File: config.mk
export PLATFORM = sky130hd
export DESIGN_NAME = icache_flat
export DESIGN_NICKNAME = d
export VERILOG_FILES = /design/src/rtl/icache_pkg.sv /design/src/rtl/icache_if.sv /design/src/rtl/icache_array.sv /design/src/rtl/icache.sv /design/src/flat_wrapper.sv
export SDC_FILE = /design/constraint.sdc
export NUM_CORES = 2
export LEC_CHECK = 0
export ABC_CLOCK_PERIOD_IN_PS = 16550
export CORE_MARGIN = 2
export CORE_UTILIZATION = 30
export CTS_CLUSTER_DIAMETER = 120
export CTS_CLUSTER_SIZE = 12
export DETAILED_ROUTE_END_ITERATION = 8
export PLACE_DENSITY_LB_ADDON = 0.08
export SLEW_MARGIN = 20
export SYNTH_ARGS = -nofsm -noshare
export SYNTH_HDL_FRONTEND = slang
export SYNTH_SLANG_ARGS = --single-unit
File: constraint.sdc
create_clock -name clk_i -period 16.55 [get_ports clk_i]
set_input_delay 1.655 -clock clk_i [delete_from_list [all_inputs] [get_ports clk_i]]
set_output_delay 1.655 -clock clk_i [all_outputs]
set_load 0.01 [all_outputs]
File: src/rtl/icache_pkg.sv
// Shared types and sizing helpers for the direct-mapped instruction cache.
package icache_pkg;

    localparam int DEF_ADDR_WIDTH = 32;
    localparam int DEF_DATA_WIDTH = 32;
    localparam int DEF_NUM_LINES  = 16;
    localparam int DEF_LINE_BYTES = 16;
    localparam int DEF_LINE_WIDTH = DEF_LINE_BYTES * 8;

    typedef logic [DEF_DATA_WIDTH-1:0] instruction_t;

    typedef enum logic [1:0] {
        IDLE,
        REQ,
        WAIT,
        RESP
    } icache_state_t;

    function automatic int off_bits(input int line_bytes);
        return $clog2(line_bytes);
    endfunction

    function automatic int idx_bits(input int num_lines);
        return $clog2(num_lines);
    endfunction

    function automatic int tag_bits(input int addr_width, input int num_lines, input int line_bytes);
        return addr_width - $clog2(num_lines) - $clog2(line_bytes);
    endfunction

endpackage

File: src/rtl/icache_if.sv
// Fetch-port and backing-memory signals of the instruction cache.
interface icache_if #(
    parameter int ADDR_WIDTH = icache_pkg::DEF_ADDR_WIDTH,
    parameter int LINE_WIDTH = icache_pkg::DEF_LINE_WIDTH
);

    logic                     req_valid_i;
    logic [ADDR_WIDTH-1:0]    req_pc_i;
    logic                     req_ready_o;
    logic                     instr_valid_o;
    icache_pkg::instruction_t instr_o;
    logic                     flush_i;
    logic                     mem_req_valid_o;
    logic [ADDR_WIDTH-1:0]    mem_req_addr_o;
    logic                     mem_resp_valid_i;
    logic [LINE_WIDTH-1:0]    mem_resp_data_i;

    modport slave (
        input  req_valid_i, req_pc_i, flush_i, mem_resp_valid_i, mem_resp_data_i,
        output req_ready_o, instr_valid_o, instr_o, mem_req_valid_o, mem_req_addr_o
    );

    modport master (
        output req_valid_i, req_pc_i, flush_i, mem_resp_valid_i, mem_resp_data_i,
        input  req_ready_o, instr_valid_o, instr_o, mem_req_valid_o, mem_req_addr_o
    );

endinterface

File: src/rtl/icache_array.sv
// Tag/valid/data storage: combinational read, single write port, flush-all.
module icache_array #(
    parameter int NUM_LINES  = 16,
    parameter int IDX_BITS   = 4,
    parameter int TAG_BITS   = 24,
    parameter int LINE_WIDTH = 128
) (
    input  logic                  clk_i,
    input  logic                  rst_i,
    input  logic [IDX_BITS-1:0]   rd_idx_i,
    input  logic [TAG_BITS-1:0]   rd_tag_i,
    output logic                  rd_hit_o,
    output logic [LINE_WIDTH-1:0] rd_line_o,
    input  logic                  wr_en_i,
    input  logic [IDX_BITS-1:0]   wr_idx_i,
    input  logic [TAG_BITS-1:0]   wr_tag_i,
    input  logic [LINE_WIDTH-1:0] wr_line_i,
    input  logic                  flush_i
);

    logic [NUM_LINES-1:0]  valid_q, valid_d;
    logic [TAG_BITS-1:0]   tag_q  [NUM_LINES];
    logic [TAG_BITS-1:0]   tag_d  [NUM_LINES];
    logic [LINE_WIDTH-1:0] data_q [NUM_LINES];
    logic [LINE_WIDTH-1:0] data_d [NUM_LINES];

    // A fill in the same cycle as a flush leaves its own line valid.
    always_comb begin
        valid_d = flush_i ? '0 : valid_q;
        tag_d   = tag_q;
        data_d  = data_q;
        if (wr_en_i) begin
            valid_d[wr_idx_i] = 1'b1;
            tag_d[wr_idx_i]   = wr_tag_i;
            data_d[wr_idx_i]  = wr_line_i;
        end
    end

    always_ff @(posedge clk_i or negedge rst_i) begin
        if (!rst_i) valid_q <= '0;
        else        valid_q <= valid_d;
    end

    always_ff @(posedge clk_i) begin
        tag_q  <= tag_d;
        data_q <= data_d;
    end

    assign rd_hit_o  = valid_q[rd_idx_i] && (tag_q[rd_idx_i] == rd_tag_i);
    assign rd_line_o = data_q[rd_idx_i];

endmodule

File: src/rtl/icache.sv
// Direct-mapped read-only instruction cache: one-cycle hits, whole-line refill on miss.
module icache
    import icache_pkg::*;
#(
    parameter int ADDR_WIDTH = DEF_ADDR_WIDTH,
    parameter int DATA_WIDTH = DEF_DATA_WIDTH,
    parameter int NUM_LINES  = DEF_NUM_LINES,
    parameter int LINE_BYTES = DEF_LINE_BYTES
) (
    input  logic    clk_i,
    input  logic    rst_i,
    icache_if.slave bus
);

    localparam int LINE_WIDTH = LINE_BYTES * 8;
    localparam int OFF_BITS   = off_bits(LINE_BYTES);
    localparam int IDX_BITS   = idx_bits(NUM_LINES);
    localparam int TAG_BITS   = tag_bits(ADDR_WIDTH, NUM_LINES, LINE_BYTES);
    localparam int WORDS      = LINE_BYTES / 4;

    icache_state_t         state_q, state_d;
    logic [ADDR_WIDTH-1:0] pc_q, pc_d;
    logic                  instr_valid_q, instr_valid_d;
    instruction_t          instr_q, instr_d;

    logic                  accept;
    logic                  rd_hit;
    logic [LINE_WIDTH-1:0] rd_line;
    logic                  wr_en;

    // Word select is pc[OFF-1:2]; the byte-in-word bits are shifted away.
    function automatic instruction_t pick_word(input logic [LINE_WIDTH-1:0] line,
                                               input logic [ADDR_WIDTH-1:0] pc);
        logic [ADDR_WIDTH-1:0] sel;
        pick_word = '0;
        sel = (pc >> 2) & ADDR_WIDTH'(WORDS - 1);
        for (int k = 0; k < WORDS; k++) begin
            if (sel == ADDR_WIDTH'(k)) pick_word = line[k*DATA_WIDTH +: DATA_WIDTH];
        end
    endfunction

    assign accept = bus.req_valid_i && (state_q == IDLE);
    assign wr_en  = (state_q == WAIT) && bus.mem_resp_valid_i;

    icache_array #(
        .NUM_LINES (NUM_LINES),
        .IDX_BITS  (IDX_BITS),
        .TAG_BITS  (TAG_BITS),
        .LINE_WIDTH(LINE_WIDTH)
    ) u_array (
        .clk_i    (clk_i),
        .rst_i    (rst_i),
        .rd_idx_i (bus.req_pc_i[OFF_BITS +: IDX_BITS]),
        .rd_tag_i (bus.req_pc_i[ADDR_WIDTH-1 -: TAG_BITS]),
        .rd_hit_o (rd_hit),
        .rd_line_o(rd_line),
        .wr_en_i  (wr_en),
        .wr_idx_i (pc_q[OFF_BITS +: IDX_BITS]),
        .wr_tag_i (pc_q[ADDR_WIDTH-1 -: TAG_BITS]),
        .wr_line_i(bus.mem_resp_data_i),
        .flush_i  (bus.flush_i)
    );

    always_comb begin
        state_d       = state_q;
        pc_d          = pc_q;
        instr_valid_d = 1'b0;
        instr_d       = instr_q;
        case (state_q)
            IDLE: begin
                if (accept) begin
                    if (rd_hit) begin
                        instr_valid_d = 1'b1;
                        instr_d       = pick_word(rd_line, bus.req_pc_i);
                    end else begin
                        pc_d    = bus.req_pc_i;
                        state_d = REQ;
                    end
                end
            end
            REQ:  state_d = WAIT;
            WAIT: begin
                if (bus.mem_resp_valid_i) begin
                    instr_valid_d = 1'b1;
                    instr_d       = pick_word(bus.mem_resp_data_i, pc_q);
                    state_d       = RESP;
                end
            end
            RESP:    state_d = IDLE;
            default: state_d = IDLE;
        endcase
    end

    always_ff @(posedge clk_i or negedge rst_i) begin
        if (!rst_i) begin
            state_q       <= IDLE;
            pc_q          <= '0;
            instr_valid_q <= 1'b0;
            instr_q       <= '0;
        end else begin
            state_q       <= state_d;
            pc_q          <= pc_d;
            instr_valid_q <= instr_valid_d;
            instr_q       <= instr_d;
        end
    end

    assign bus.req_ready_o     = (state_q == IDLE);
    assign bus.instr_valid_o   = instr_valid_q;
    assign bus.instr_o         = instr_q;
    assign bus.mem_req_valid_o = (state_q == REQ);
    assign bus.mem_req_addr_o  = {pc_q[ADDR_WIDTH-1:OFF_BITS], {OFF_BITS{1'b0}}};

`ifndef SYNTHESIS
    logic [31:0] hit_cnt_q, hit_cnt_d;
    logic [31:0] miss_cnt_q, miss_cnt_d;
    logic        unused_cnt;

    always_comb begin
        hit_cnt_d  = hit_cnt_q;
        miss_cnt_d = miss_cnt_q;
        if (accept && rd_hit && (hit_cnt_q != '1))    hit_cnt_d  = hit_cnt_q + 32'd1;
        if (accept && !rd_hit && (miss_cnt_q != '1))  miss_cnt_d = miss_cnt_q + 32'd1;
    end

    always_ff @(posedge clk_i or negedge rst_i) begin
        if (!rst_i) begin
            hit_cnt_q  <= '0;
            miss_cnt_q <= '0;
        end else begin
            hit_cnt_q  <= hit_cnt_d;
            miss_cnt_q <= miss_cnt_d;
        end
    end

    assign unused_cnt = ^{hit_cnt_q, miss_cnt_q};
`endif

endmodule
File: src/flat_wrapper.sv
// flat-port wrapper written by rule: the top's interface ports become plain ports
module icache_flat import icache_pkg::*;
#(
    parameter int ADDR_WIDTH = DEF_ADDR_WIDTH,
    parameter int DATA_WIDTH = DEF_DATA_WIDTH,
    parameter int NUM_LINES  = DEF_NUM_LINES,
    parameter int LINE_BYTES = DEF_LINE_BYTES
)
  (clk_i, rst_i, bus_req_valid_i, bus_req_pc_i, bus_flush_i, bus_mem_resp_valid_i, bus_mem_resp_data_i, bus_req_ready_o, bus_instr_valid_o, bus_instr_o, bus_mem_req_valid_o, bus_mem_req_addr_o);
  icache_if #(.ADDR_WIDTH(ADDR_WIDTH)) bus_i ();
  input  logic clk_i;
  input  logic rst_i;
  input wire logic [$bits(bus_i.req_valid_i)-1:0] bus_req_valid_i;
  input wire logic [$bits(bus_i.req_pc_i)-1:0] bus_req_pc_i;
  input wire logic [$bits(bus_i.flush_i)-1:0] bus_flush_i;
  input wire logic [$bits(bus_i.mem_resp_valid_i)-1:0] bus_mem_resp_valid_i;
  input wire logic [$bits(bus_i.mem_resp_data_i)-1:0] bus_mem_resp_data_i;
  output wire logic [$bits(bus_i.req_ready_o)-1:0] bus_req_ready_o;
  output wire logic [$bits(bus_i.instr_valid_o)-1:0] bus_instr_valid_o;
  output wire logic [$bits(bus_i.instr_o)-1:0] bus_instr_o;
  output wire logic [$bits(bus_i.mem_req_valid_o)-1:0] bus_mem_req_valid_o;
  output wire logic [$bits(bus_i.mem_req_addr_o)-1:0] bus_mem_req_addr_o;
  assign bus_i.req_valid_i = bus_req_valid_i;
  assign bus_i.req_pc_i = bus_req_pc_i;
  assign bus_i.flush_i = bus_flush_i;
  assign bus_i.mem_resp_valid_i = bus_mem_resp_valid_i;
  assign bus_i.mem_resp_data_i = bus_mem_resp_data_i;
  assign bus_req_ready_o = bus_i.req_ready_o;
  assign bus_instr_valid_o = bus_i.instr_valid_o;
  assign bus_instr_o = bus_i.instr_o;
  assign bus_mem_req_valid_o = bus_i.mem_req_valid_o;
  assign bus_mem_req_addr_o = bus_i.mem_req_addr_o;
  icache #(.ADDR_WIDTH(ADDR_WIDTH), .DATA_WIDTH(DATA_WIDTH), .NUM_LINES(NUM_LINES), .LINE_BYTES(LINE_BYTES)) u_core (.clk_i(clk_i), .rst_i(rst_i), .bus(bus_i));
endmodule
==> impl_metrics.csv <==
group,metric,value,unit
grt,grt_first_pass_wirelength,415000,um
die,rows,209,
setup_path,worstPathRequired,17.33,ns
clocking,path_clk_slew,0.06,ns
sta,grt_setup_unrepaired,"no",
grt,grtUsageMet2,29.2,%
sta,fmax,0.124,GHz
clocking,cts_root_buffer,"clkbuf_16",
grt,grt_use_met1,24.9,%
clocking,post_cts_resized,0,
yosys,yosysSeqAreaShare,77.1,%
yosys,synth_seq_cells,2513,
pwr,irDropWorstVdd,83.0,uV
die,die_height,574,um
layout,fillers,30500,
sta,tns,0,ns
yosys,yosys.area.top_type_share,75.0,%
setup_path,critPathLaunchType,"input port",
sta,slew_violations,0,
sta,hold_violations,0,
route,drc,0,
status,outcome,"finished, final reports clean",
sta,clock_skew,0.0408,ns
yosys,avgSynthCellArea,21.3,um^2
run,drv_cap,0,
yosys,ys_top_cells_by_area,"edfxtp_1, mux4_2, mux2i_1",
die,io_pins,232,
layout,nets,5063,
route,drt_wl_total,300000,um
die,coreArea,0.324,mm^2
die,die_w,574,um
grt,grt_max_degree,96,
grt,first_global_vias,49900,
clocking,clock_latency,0.91,ns
die,die_area,0.329,mm^2
grt,grt_usage,18.0,%
sta,slew_headroom,19.5,%
setup_path,critical_path_class,"input port to register",
clocking,cts_buffers,231,
clocking,hold_buffers,0,
place,place_congestion,0.711,
clocking,clockBufferDepth,4,
route,wl_per_cell,32.1,um
layout,final_cells,9365,
setup_path,cp_max_fo,66,
yosys,synth_top_area_cell,"edfxtp_1",
route,ant_nets,0,
place,dp_hpwl,171000,um
route,routed-via-count,47600,
grt,overflow,0,
clocking,cts_tree,"built",
die,initial_utilization,30.1,%
sta,worst_pin_slew,1.20,ns
yosys,synth_common_cells,"edfxtp_1, mux4_2, mux2i_1, a22oi_1, nand2_1",
place,dp.cells,8987,
place,portBuffers,225,
yosys,ys_warn_count,0,
clocking,htree_levels,4,
pwr,p_leak,34.6,nW
yosys,synthArstFlopShare,3.22,%
route,firstDrtPassIters,5,
route,routed_via_density,5.08,
yosys,synth_top_flop_cell,"edfxtp_1",
setup_path,cp-end-kind,"register",
layout,areaGrowthSynthToFinish,14.6,%
yosys,synth_edf_count,2432,
yosys,ys_types,62,
pwr,p_per_area,128,mW/mm^2
yosys,netlist_instances,4570,
grt,antenna_found_initial,83,
hold_path,hold_path_class,"register to register",
sta,whs,0.474,ns
yosys,yosysMostFrequentCell,"edfxtp_1",
sta,min_period_over_period,48.5,%
yosys,synth_area,0.0974,mm^2
clocking,postCtsSetupRepairBufs,0,
grt,met3_usage,3.45,%
setup_path,crit_arrival,8.81,ns
sta,fin_crit,8.03,ns
sta,setup_viol,0,
clocking,numClockSinks,2513,
layout,final_layout_size_suffix_gt1_share,21.3,%
route,first_iter_violations,4247,
grt,gr-max-usage-layer,"met2",
## routing by layer
metal  share of wire [%]  vias to the layer above
met3                 5.8                      378
met2                  48                     1179
li1                    -                    19700
met4                 2.0                       32
met5               0.063                        -
met1                  44                    26200
## cells by family after synthesis
logic type / share of synthesized area, %
xor+xnor: 0.252
fa+ha+maj: 0.0385
mux: 15.9
other cells: 0.00385
compound gates: 3.19
simple gates: 2.07
flops: 77.1
buf+inv: 1.50
## per-stage QoR
| step | setup slack (ns) | power, mW | utilization (%) | instance area [um^2] |
|---|---|---|---|---|
| after floorplan | 3.22 | 8.72 | - | 97400 |
| after global placement | 7.24 | 9.59 | 32.5 | 105000 |
| after detailed placement | 7.28 | 9.62 | 32.5 | 105000 |
| after CTS | 8.27 | 14.6 | 34.5 | 112000 |
| after global routing | 8.21 | 14.9 | 34.5 | 112000 |
| final | 8.52 | 14.3 | 34.5 | 112000 |
## cells in the final DEF, fill, tap and decap left out, types with 26 or more instances in the layout
cell / netlist / layout
clkdlybuf4s50_1: 0 / 217
mux4_2: 546 / 546
edfxtp_1: 2432 / 2432
nand3_1: 80 / 80
nand2_1: 143 / 142
mux2i_1: 223 / 223
nand4_1: 51 / 51
a22oi_1: 205 / 205
clkbuf_16: 0 / 235
mux2_2: 75 / 75
buf_4: 45 / 138
dfrtp_1: 81 / 79
o22ai_1: 26 / 26
nor2_1: 71 / 51
a21oi_1: 69 / 69
o21ai_0: 61 / 55
clkbuf_1: 102 / 112
## registers in the layout (all words and copies together), names as in the netlist
name	count
u_core.u_array.data_q	2048
u_core.u_array.tag_q	384
u_core.bus.instr_o	32
u_core.pc_q	30
u_core.u_array.valid_q	16
u_core.state_q	2
u_core.bus.instr_valid_o	1
## cell type report
type / count / area [um^2] / area share [%]
clock buffers: 347 / 6300 / 5.65
flip-flops and latches: 2513 / 75100 / 67.3
inverters: 11 / 41.3 / 0.0370
repair buffers: 373 / 3500 / 3.14
clock inverters: 10 / 103 / 0.0919
well taps: 4325 / 5410 / 4.85
multi-input cells: 1765 / 21100 / 18.9
diodes: 21 / 52.6 / 0.0471
## power by group
group,total [mW],internal [mW],switching [mW]
sequential,7.75,7.48,0.269
clock,4.92,2.59,2.33
combinational,1.67,0.628,1.04
total,14.3,10.7,3.64
## worst max-delay path: stages
cell and delay (ns):
buf_8 0.50, buf_4 0.80, buf_4 0.82, mux4_2 0.36, o22ai_1 0.12, nor4_1 0.55
xnor2_1 0.24, o221ai_1 0.16, nor4b_1 0.74, nand4_2 0.73, o22ai_4 0.89, buf_4 0.58
mux2_2 0.40
## worst paths after layout
check                                                           from                              endpoint  slack (ns)  depth (start not counted)
worst max-delay path                                 bus_req_pc_i[5]    u_core.bus.instr_o[16]$_DFFE_PN0P_        8.52                         13
min in group asynchronous                                      rst_i           u_core.pc_q[23]$_DFFE_PN0P_        0.61                          1
worst max register to register   u_core.u_array.tag_q[166]$_DFFE_PP_    u_core.bus.instr_o[16]$_DFFE_PN0P_       11.24                         10
worst min register to register  u_core.u_array.valid_q[13]$_DFF_PN0_  u_core.u_array.valid_q[13]$_DFF_PN0_        0.47                          1
max in group asynchronous                                      rst_i    u_core.bus.instr_o[30]$_DFFE_PN0P_       14.90                          2
worst min-delay path            u_core.u_array.valid_q[13]$_DFF_PN0_  u_core.u_array.valid_q[13]$_DFF_PN0_        0.47                          1
No activity file was read; power rests on OpenSTA's default activity.
